<file path="config.mk">
export PLATFORM = sky130hd
export DESIGN_NAME = keypad_scanner
export DESIGN_NICKNAME = d
export VERILOG_FILES = /design/src/rtl/keypad_pkg.sv /design/src/rtl/sync_2ff.sv /design/src/rtl/keypad_scanner.sv
export SDC_FILE = /design/constraint.sdc
export NUM_CORES = 1
export LEC_CHECK = 0
export BUFFER_PORTS_ARGS = -buffer_cell sky130_fd_sc_hd__buf_2
export CAP_MARGIN = 20
export CORE_AREA = 2 2 163 85
export CTS_CLUSTER_SIZE = 20
export DETAILED_ROUTE_END_ITERATION = 7
export DIE_AREA = 0 0 165 87
export SLEW_MARGIN = 10
export SYNTH_ARGS = -nofsm -noshare
export SYNTH_HDL_FRONTEND = slang
export SYNTH_SLANG_ARGS = --single-unit
export TNS_END_PERCENT = 20
</file>
<file path="constraint.sdc">
create_clock -name clk -period 10.94 [get_ports clk]
set_input_delay 2.188 -clock clk [delete_from_list [all_inputs] [get_ports clk]]
set_output_delay 2.188 -clock clk [all_outputs]
set_load 0.005 [all_outputs]
</file>
<file path="src/rtl/keypad_pkg.sv">
// rtl/keypad_pkg.sv - shared types and key map for the matrix keypad scanner
package keypad_pkg;

  typedef enum logic [1:0] {
    ST_IDLE,
    ST_DEBOUNCE,
    ST_PRESSED
  } state_t;

  typedef enum logic [1:0] {
    FR_NONE,
    FR_SINGLE,
    FR_MULTI
  } frame_t;

  // Indexed by col*4+row; element 0 is the rightmost nibble.
  localparam logic [15:0][3:0] KEYMAP = {
    4'hD, 4'hC, 4'hB, 4'hA,
    4'hE, 4'h9, 4'h6, 4'h3,
    4'hF, 4'h8, 4'h5, 4'h2,
    4'h0, 4'h7, 4'h4, 4'h1
  };

endpackage

</file>
<file path="src/rtl/sync_2ff.sv">
// rtl/sync_2ff.sv - two-flop synchronizer for asynchronous level inputs
module sync_2ff #(
  parameter int             W       = 4,
  parameter logic [W-1:0]   RST_VAL = '0
) (
  input  logic         i_clk,
  input  logic         i_rst,
  input  logic [W-1:0] i_d,
  output logic [W-1:0] o_q
);

  logic [W-1:0] r_meta;
  logic [W-1:0] r_sync;

  always_ff @(posedge i_clk or posedge i_rst) begin
    if (i_rst) begin
      r_meta <= RST_VAL;
      r_sync <= RST_VAL;
    end else begin
      r_meta <= i_d;
      r_sync <= r_meta;
    end
  end

  assign o_q = r_sync;

endmodule

</file>
<file path="src/rtl/keypad_scanner.sv">
// rtl/keypad_scanner.sv - 4x4 matrix keypad scanner with whole-frame debounce
module keypad_scanner
  import keypad_pkg::*;
#(
  parameter int DEBOUNCE = 4
) (
  input  logic       clk,
  input  logic       rst,
  input  logic       cke,
  input  logic [3:0] row,
  output logic [3:0] col,
  output logic       key_valid,
  output logic [3:0] key_code,
  output logic       key_down
);

  localparam logic [3:0] DB_LIMIT = 4'(DEBOUNCE);

  logic [3:0]  w_row_sync;
  logic [3:0]  w_rs;
  logic [1:0]  r_select;
  logic [1:0]  w_select_next;
  logic [3:0]  r_col;
  logic [15:0] r_frame;
  logic        r_frame_done;

  logic [4:0]  w_ones;
  logic [3:0]  w_hit_idx;
  frame_t      w_frame_res;
  logic [3:0]  w_frame_code;

  state_t      r_state;
  state_t      w_state_next;
  logic [3:0]  r_count;
  logic [3:0]  w_count_next;
  logic [3:0]  w_count_inc;
  logic [3:0]  r_cand;
  logic [3:0]  w_cand_next;
  logic [3:0]  r_key_code;
  logic [3:0]  w_key_code_next;
  logic        r_key_valid;
  logic        w_key_valid_next;
  logic        r_key_down;
  logic        w_key_down_next;

  // Pull-ups make an idle row read high, so the synchronizer resets to "released".
  sync_2ff #(
    .W       (4),
    .RST_VAL (4'hF)
  ) u_row_sync (
    .i_clk (clk),
    .i_rst (rst),
    .i_d   (row),
    .o_q   (w_row_sync)
  );

  assign w_rs          = ~w_row_sync;
  assign w_select_next = r_select + 2'd1;

  always_ff @(posedge clk or posedge rst) begin
    if (rst) begin
      r_select     <= 2'd0;
      r_col        <= 4'b1110;
      r_frame      <= '0;
      r_frame_done <= 1'b0;
    end else begin
      r_frame_done <= 1'b0;
      if (r_frame_done) begin
        r_frame <= '0;
      end
      if (cke) begin
        r_frame[{r_select, 2'b00} +: 4] <= w_rs;
        r_select     <= w_select_next;
        r_col        <= ~(4'b0001 << w_select_next);
        r_frame_done <= (r_select == 2'd3);
      end
    end
  end

  always_comb begin
    w_ones    = '0;
    w_hit_idx = '0;
    for (int i = 0; i < 16; i++) begin
      if (r_frame[i]) begin
        w_ones    = w_ones + 5'd1;
        w_hit_idx = 4'(i);
      end
    end
    if (w_ones == 5'd0) begin
      w_frame_res = FR_NONE;
    end else if (w_ones == 5'd1) begin
      w_frame_res = FR_SINGLE;
    end else begin
      w_frame_res = FR_MULTI;
    end
  end

  assign w_frame_code = KEYMAP[w_hit_idx];
  assign w_count_inc  = r_count + 4'd1;

  always_comb begin
    w_state_next     = r_state;
    w_count_next     = r_count;
    w_cand_next      = r_cand;
    w_key_code_next  = r_key_code;
    w_key_valid_next = 1'b0;
    w_key_down_next  = r_key_down;
    if (r_frame_done) begin
      case (r_state)
        ST_IDLE: begin
          if (w_frame_res == FR_SINGLE) begin
            w_cand_next = w_frame_code;
            if (DB_LIMIT == 4'd1) begin
              w_state_next     = ST_PRESSED;
              w_count_next     = 4'd0;
              w_key_code_next  = w_frame_code;
              w_key_valid_next = 1'b1;
              w_key_down_next  = 1'b1;
            end else begin
              w_state_next = ST_DEBOUNCE;
              w_count_next = 4'd1;
            end
          end
        end
        ST_DEBOUNCE: begin
          if (w_frame_res == FR_SINGLE && w_frame_code == r_cand) begin
            if (w_count_inc == DB_LIMIT) begin
              w_state_next     = ST_PRESSED;
              w_count_next     = 4'd0;
              w_key_code_next  = r_cand;
              w_key_valid_next = 1'b1;
              w_key_down_next  = 1'b1;
            end else begin
              w_count_next = w_count_inc;
            end
          end else if (w_frame_res == FR_SINGLE) begin
            w_cand_next  = w_frame_code;
            w_count_next = 4'd1;
          end else begin
            w_state_next = ST_IDLE;
            w_count_next = 4'd0;
          end
        end
        ST_PRESSED: begin
          // Any activity while held restarts the release count; no rollover events.
          if (w_frame_res == FR_NONE) begin
            if (w_count_inc == DB_LIMIT) begin
              w_state_next    = ST_IDLE;
              w_count_next    = 4'd0;
              w_key_down_next = 1'b0;
            end else begin
              w_count_next = w_count_inc;
            end
          end else begin
            w_count_next = 4'd0;
          end
        end
        default: begin
          w_state_next = ST_IDLE;
          w_count_next = 4'd0;
        end
      endcase
    end
  end

  always_ff @(posedge clk or posedge rst) begin
    if (rst) begin
      r_state     <= ST_IDLE;
      r_count     <= 4'd0;
      r_cand      <= 4'd0;
      r_key_code  <= 4'd0;
      r_key_valid <= 1'b0;
      r_key_down  <= 1'b0;
    end else begin
      r_state     <= w_state_next;
      r_count     <= w_count_next;
      r_cand      <= w_cand_next;
      r_key_code  <= w_key_code_next;
      r_key_valid <= w_key_valid_next;
      r_key_down  <= w_key_down_next;
    end
  end

  assign col       = r_col;
  assign key_valid = r_key_valid;
  assign key_code  = r_key_code;
  assign key_down  = r_key_down;

endmodule

</file>
======== Yosys cells after proc, flatten, opt, wreduce, memory -nomap -nowiden ========
Memory sizes are Yosys's and may differ from the RTL's.
Index checks and enable logic that the tools add are counted.
storage, ports and cells
  memories kept ........................... 1
  register bits ........................... 47
  input bits .............................. 7
  output and inout port bits .............. 10
  bits in read-only memories .............. 64
operators by class
  add/sub/neg operators ................... 18
  mux-type cells .......................... 63
  bitwise operators ....................... 2
  equal/unequal tests ..................... 15
  shift operators ......................... 3
  reductions and logical operators ........ 11
  $lt $le $gt $ge ......................... 1
memories
  name              depth  bits a word  read ports  clocked after Yosys merged registers in  wr ports  line                  RTL
  (name not given)  16     4            1           0                                        0         keypad_scanner.sv:98  assign w_frame_code = KEYMAP[w_hit_idx];
operators with widths
  cell                                                                     number
  4-bit 2-to-1 mux                                                         21
  5-bit by 1-bit adder with 5-bit output (second input constant)           15
  5-bit 2-to-1 mux                                                         15
  16-bit 2-to-1 mux                                                        2
  16-bit bitwise mux                                                       1
  2-bit 2-to-1 mux                                                         8
  4-bit by 6-bit variable shift with 16-bit output (first input constant)  1
  4-bit by 6-bit indexed part select with 16-bit output                    1
  1-bit 2-to-1 mux                                                         12
  2-bit inequality test (second input constant)                            6
  4-bit case mux with 3 select lines                                       1
  6-bit AND reduction                                                      2
  4-bit inverter                                                           2
  4-bit case mux with 2 select lines                                       1
  3-bit inequality test (second input constant)                            2
  4-bit negation with 6-bit output                                         1
  2-bit case mux with 3 select lines                                       1
  5-bit by 1-bit equality test with 1-bit output (second input constant)   1
  5-bit logical NOT                                                        1
  4-bit by 5-bit < comparator with 1-bit output (second input constant)    1
  4-bit by 1-bit adder with 4-bit output (second input constant)           1
  2-bit by 1-bit equality test with 1-bit output (second input constant)   2
  2-bit equality test (second input constant)                              2
  4-bit by 3-bit equality test with 1-bit output (second input constant)   1
  10 further kinds                                                         12

======== Logic depth before layout (Yosys ltp) ========
  depth in word-level cells ............... 39
  depth in mapped cells ................... 48
  mapped depth without buffers ............ 48

======== Modules after synthesis ========
A second synthesis with hierarchy kept.
second synthesis, totals
  cell total of the unflattened synthesis .. 436
  area total of the unflattened synthesis .. 3898.7 µm²
modules (own cells, without submodules)
  module          area each (µm²)  cells an instance  sequential area each (µm²)  times used
  keypad_scanner  3684.8           427                979.7                       1
  sync_2ff        214.0            9                  210.2                       1

======== Worst setup path after synthesis ========
OpenSTA, ideal clock, no wires.
  path type ............................... register to register
  start point ............................. register r_frame[1]
  end point ............................... register r_key_code[0] (netlist: key_code[0])
  path slack .............................. 1.453 ns
  cell stages (with the launch flop) ...... 48
  period minus slack after synthesis ...... 9.487 ns
  path buffers ............................ 0
  arrival ................................. 9.360 ns
  path through ............................ dfrtp_1 inv_1 ha_1 xor2_2 ha_1 nand2_1 o31ai_1 ha_1 nand2b_1 o21a_1 ha_1 mux2_2 o31a_1 ha_1 mux2_2 ha_1 nand2b_1 o31a_1 [12 not listed] inv_1 ha_1 inv_1 nand2_1 o21a_1 ha_1 mux2i_1 a21oi_1 ha_1 mux2_2 ha_1 xnor2_1 o32ai_1 nand2_1 nor3_1 mux2i_4 nor3_4 mux2_1
on the way
  word-level cells in the longest chain between the ends .. 35
  elaborated cells between the ends (all ways) .. 54
  those cells by class .................... add/sub (14); eq/ne (3); mux (33); reduce/logical (3); memory (1)
ends and longest elaborated chain
  item                                            line                   RTL
  start: declaration                              keypad_scanner.sv:24   logic [15:0] r_frame;
  start signal: indexed assignment                keypad_scanner.sv:72   r_frame[{r_select, 2'b00} +: 4] <= w_rs;
  5-bit 2-to-1 mux                                keypad_scanner.sv:84   if (r_frame[i]) begin
  5-bit by 1-bit adder with 5-bit output          keypad_scanner.sv:85   w_ones = w_ones + 5'd1;
  5-bit 2-to-1 mux                                keypad_scanner.sv:84
  5-bit by 1-bit adder with 5-bit output          keypad_scanner.sv:85
  5-bit 2-to-1 mux                                keypad_scanner.sv:84
  5-bit by 1-bit adder with 5-bit output          keypad_scanner.sv:85
  5-bit 2-to-1 mux                                keypad_scanner.sv:84
  5-bit by 1-bit adder with 5-bit output          keypad_scanner.sv:85
  [19 not listed]                                 --
  5-bit by 1-bit adder with 5-bit output          keypad_scanner.sv:85
  5-bit 2-to-1 mux                                keypad_scanner.sv:84
  5-bit by 1-bit equality test with 1-bit output  keypad_scanner.sv:91   end else if (w_ones == 5'd1) begin
  2-bit 2-to-1 mux                                keypad_scanner.sv:91
  2-bit 2-to-1 mux                                keypad_scanner.sv:89   if (w_ones == 5'd0) begin
  2-bit by 1-bit equality test with 1-bit output  keypad_scanner.sv:126  if (w_frame_res == FR_SINGLE && w_frame_code == r_cand) begin
  1-bit logical AND (*)                           keypad_scanner.sv:126
  4-bit AND reduction (no source line) (*)        --
  end signal: assignment                          keypad_scanner.sv:178  r_key_code <= w_key_code_next;
  end: declaration                                keypad_scanner.sv:39   logic [3:0] r_key_code;
Mark *: on every way between the ends. The rest lies on a longest branch, timed or not. The select of a mux whose other input is x is not followed.
A chain may end at the register's enable or synchronous reset.

======== Final worst setup path ========
  start point ............................. register r_frame[1]
  end point ............................... register r_key_down (netlist: key_down)
on the way
  word-level cells in the longest chain between the ends .. 36
  elaborated cells between the ends (all ways) .. 57
  those cells by class .................... add/sub (14); eq/ne (5); mux (33); reduce/logical (4); memory (1)
ends and longest elaborated chain
  item                                            line                   RTL
  5-bit 2-to-1 mux                                keypad_scanner.sv:84
  5-bit by 1-bit adder with 5-bit output          keypad_scanner.sv:85
  5-bit 2-to-1 mux                                keypad_scanner.sv:84
  5-bit by 1-bit adder with 5-bit output          keypad_scanner.sv:85
  5-bit 2-to-1 mux                                keypad_scanner.sv:84
  5-bit by 1-bit adder with 5-bit output          keypad_scanner.sv:85
  5-bit 2-to-1 mux                                keypad_scanner.sv:84
  5-bit by 1-bit adder with 5-bit output          keypad_scanner.sv:85
  [20 not listed]                                 --
  5-bit 2-to-1 mux                                keypad_scanner.sv:84
  5-bit by 1-bit equality test with 1-bit output  keypad_scanner.sv:91
  2-bit 2-to-1 mux                                keypad_scanner.sv:91
  2-bit 2-to-1 mux                                keypad_scanner.sv:89
  2-bit by 1-bit equality test with 1-bit output  keypad_scanner.sv:126
  1-bit logical AND                               keypad_scanner.sv:126
  2-bit inequality test (no source line)          --
  6-bit AND reduction (no source line) (*)        --
  end signal: assignment                          keypad_scanner.sv:180  r_key_down <= w_key_down_next;
  end: declaration                                keypad_scanner.sv:43   logic r_key_down;
Marks and branches as above.

==> flow_summary_export.csv <==
group,metric,value,unit
run_status,outcome,"finished clean",
min_path,hp-class,"reg2reg",
setup_path,cp-startpoint,"r_frame[1]",
setup_path,critPathSlowestCell,"or4_1",
synth,synth_fa_ha_area_frac,0.0789,
grt,overflow,0,
floorplan,initial_utilization,0.291,
min_path,min_path_cells,0,
timing,fin_tns_setup,0,ps
setup_path,worstSetupPathType,"reg2reg",
floorplan,die_y,87,um
clock_tree,cts_tree,"done",
timing,slew_headroom,0.492,
finish,areaGrowthSynthToFinish,12.0,%
synth,synthMuxAreaShare,0.0624,
setup_path,worstReg2RegEnd,"key_down",
floorplan,coreArea,13100,um^2
timing,min_period,10200,ps
synth,synth_edf_count,0,
grt,grt_pass1_vias,2781,
timing,post-route-period-util,0.932,
synth,yosys-top-cells-area,"dfrtp_1 24%, ha_1 7.9%, dfstp_2 7.6%",
timing,max_freq,0.0981,GHz
synth,synth.net_count,444,
synth,synth-seq-area-share,0.313,
route,routedWlPerCell,13.5,um
setup_path,crit_top_cell,"ha_1",
synth,yosysTopAreaCell,"dfrtp_1",
clock_tree,cts.sinks,47,
synth,netlist_instances,413,
synth,synth_top_area_frac,0.237,
timing,setup_viol,0,
timing,clock_skew,10.1,ps
route,drt.antenna.violating_nets,0,
flow_run,max_cap_violations,0,
setup_path,crit_path_end_kind,"flop",
synth,synthTopCellsByCount,"56 x nand2_1, 36 x dfrtp_1, 32 x o21ai_0",
synth,ys_seq_elements,47,
clock_tree,h-tree-depth,2,
setup_path,crit_path_end,"key_down",
synth,synthArstFlopShare,1.00,
clock_tree,cts_hold_buf,0,
synth,ys_warn_count,0,
setup_path,cp_data_arrival_time,10380,ps
setup_path,r2r.worst_path.cells,47,
setup_path,cp_num_cells,47,
clock_tree,cts_buffer_depth,2,
grt,track_usage,0.120,
route,drt_iter0_markers,174,
finish,drive_above_1_share,0.165,
route,drcViolationCount,0,
setup_path,r2r_slack,740,ps
synth,synth_top_family_by_area,"XOR/XNOR gates",
clock_tree,clk_pin_slew_worst_paths,70,ps
floorplan,rows,30,
placement,hpwl,6480,um
timing,worst_pin_slew,755,ps
route,num_vias,2914,
setup_path,cp.required,11120,ps
route,wl,8090,um
setup_path,crit_family,"adder cells",
setup_path,cp_num_buf_inv,3,
synth,yosys.area_share.simple,0.173,
timing,slew_viol_final,0,
clock_tree,clock-root-buffer,"clkbuf_16",
clock_tree,clk_latency,290,ps
setup_path,r2r_start,"r_frame[1]",
setup_path,start_kind,"flop",
finish,num_antenna_cells,0,
timing,rsz0062_at_grt,"false",
synth,avgSynthCellArea,9.22,um^2
setup_path,slowest_delay,450,ps
grt,grt_pass1_wl,13900,um
setup_path,cp_max_fo,10,
synth,synth_compound_area_frac,0.149,
finish,finish.net_count,453,
timing,finalHoldViolCount,0,
synth,yosys.area_share.xor_xnor,0.183,
floorplan,die_w,165,um
grt,grt_max_degree,48,
floorplan,fp.dieArea,14400,um^2
synth,synth_ff_type,"dfrtp_1",
synth,yosysUniqueCellTypes,67,
placement,place_congestion,0.789,
route,vias_per_cell,4.86,
clock_tree,cts_buffers,5,
floorplan,pin_count,17,
synth,synthMostInstantiatedCell,"nand2_1",
synth,synth_area,3810,um^2
route,firstDrtPassIters,5,
placement,io_buffers,16,
grt,antenna_found_initial,0,
[metrics by stage]
step | cell area (um^2) | hold slack, ps | instances | setup WS (ps) | util
2_1_floorplan | 3810 | 345 | 413 | 1450 | -
3_3_place_gp | 4040 | 347 | 589 | 795 | 0.308
3_5_place_dp | 4040 | 347 | 589 | 550 | 0.308
4_1_cts | 4190 | 358 | 597 | 491 | 0.320
5_1_grt | 4260 | 361 | 599 | 39.6 | 0.325
6_report | 4260 | 357 | 599 | 743 | 0.325
[final cells by class]
cell class	instances	area [um^2]
clock buffer	5	125
clock inverter	3	28.8
fill	1320	8840
inverter	22	82.6
multi-input combinational	328	2510
sequential	47	1190
tap	176	220
timing repair buffer	18	108
[worst register-to-register path: cells and delay by family, from the launching register on]
kind / cells / cell delay [ps]
compound gates: 13 / 2260
xor+xnor: 2 / 340
fa+ha+maj: 14 / 3970
buf+inv: 3 / 250
flops: 1 / 390
mux: 6 / 1430
simple gates: 9 / 1440
[state kept, by name, indices dropped and copies added, names as in the netlist]
register           count
key_valid              1
u_row_sync.r_meta      4
r_frame_done           1
r_state                2
key_code               4
r_count                4
key_down               1
r_cand                 4
r_frame               16
col                    4
r_select               2
u_row_sync.o_q         4
[worst min path at each step]
stage | slack (ps) | to | startpoint
3_5_place_dp | 350 | u_row_sync.o_q[2] | u_row_sync.r_meta[2]
4_1_cts | 360 | u_row_sync.o_q[2] | u_row_sync.r_meta[2]
3_3_place_gp | 350 | u_row_sync.o_q[1] | u_row_sync.r_meta[1]
2_1_floorplan | 350 | u_row_sync.o_q[0] | u_row_sync.r_meta[0]
5_1_grt | 360 | u_row_sync.o_q[3] | u_row_sync.r_meta[3]
6_report | 360 | u_row_sync.o_q[2] | u_row_sync.r_meta[2]
[per-layer routing]
layer	up-vias	global-route usage	routed length (um)
li1	1462	-	-
met1	1400	0.199	4640
met2	52	0.155	3000
met3	0	0.0305	443
met4	0	0.0126	0
met5	-	0	0
[placed cells by master, fill, tap and decap left out, types with 4 or more instances in the layout]
cell,count
nand2_1,56
dfrtp_1,36
o21ai_0,32
xnor2_1,30
nor2_1,27
ha_1,23
inv_1,21
a21oi_1,20
buf_2,16
xor2_1,12
dfstp_2,11
nand3_1,8
mux2_1,8
nand4_1,7
mux2i_1,7
and2_1,6
xor2_2,5
a31oi_1,5
clkbuf_16,5
nor3_1,4
nand2b_1,4
mux2_2,4
[what timing repair did]
action                     4_1_cts  5_1_grt
setup buffers                    0        1
setup endpoints to repair        0       14
gates resized for setup          0        7
[logic make-up after synthesis]
group	Yosys count
flops	47
simple gates	134
compound gates	91
xor+xnor	58
mux	21
buf+inv	38
fa+ha+maj	24
Power is left out: the tool's default activity adds up to more than one toggle a clock period on the data nets, which glitch-free logic cannot reach.
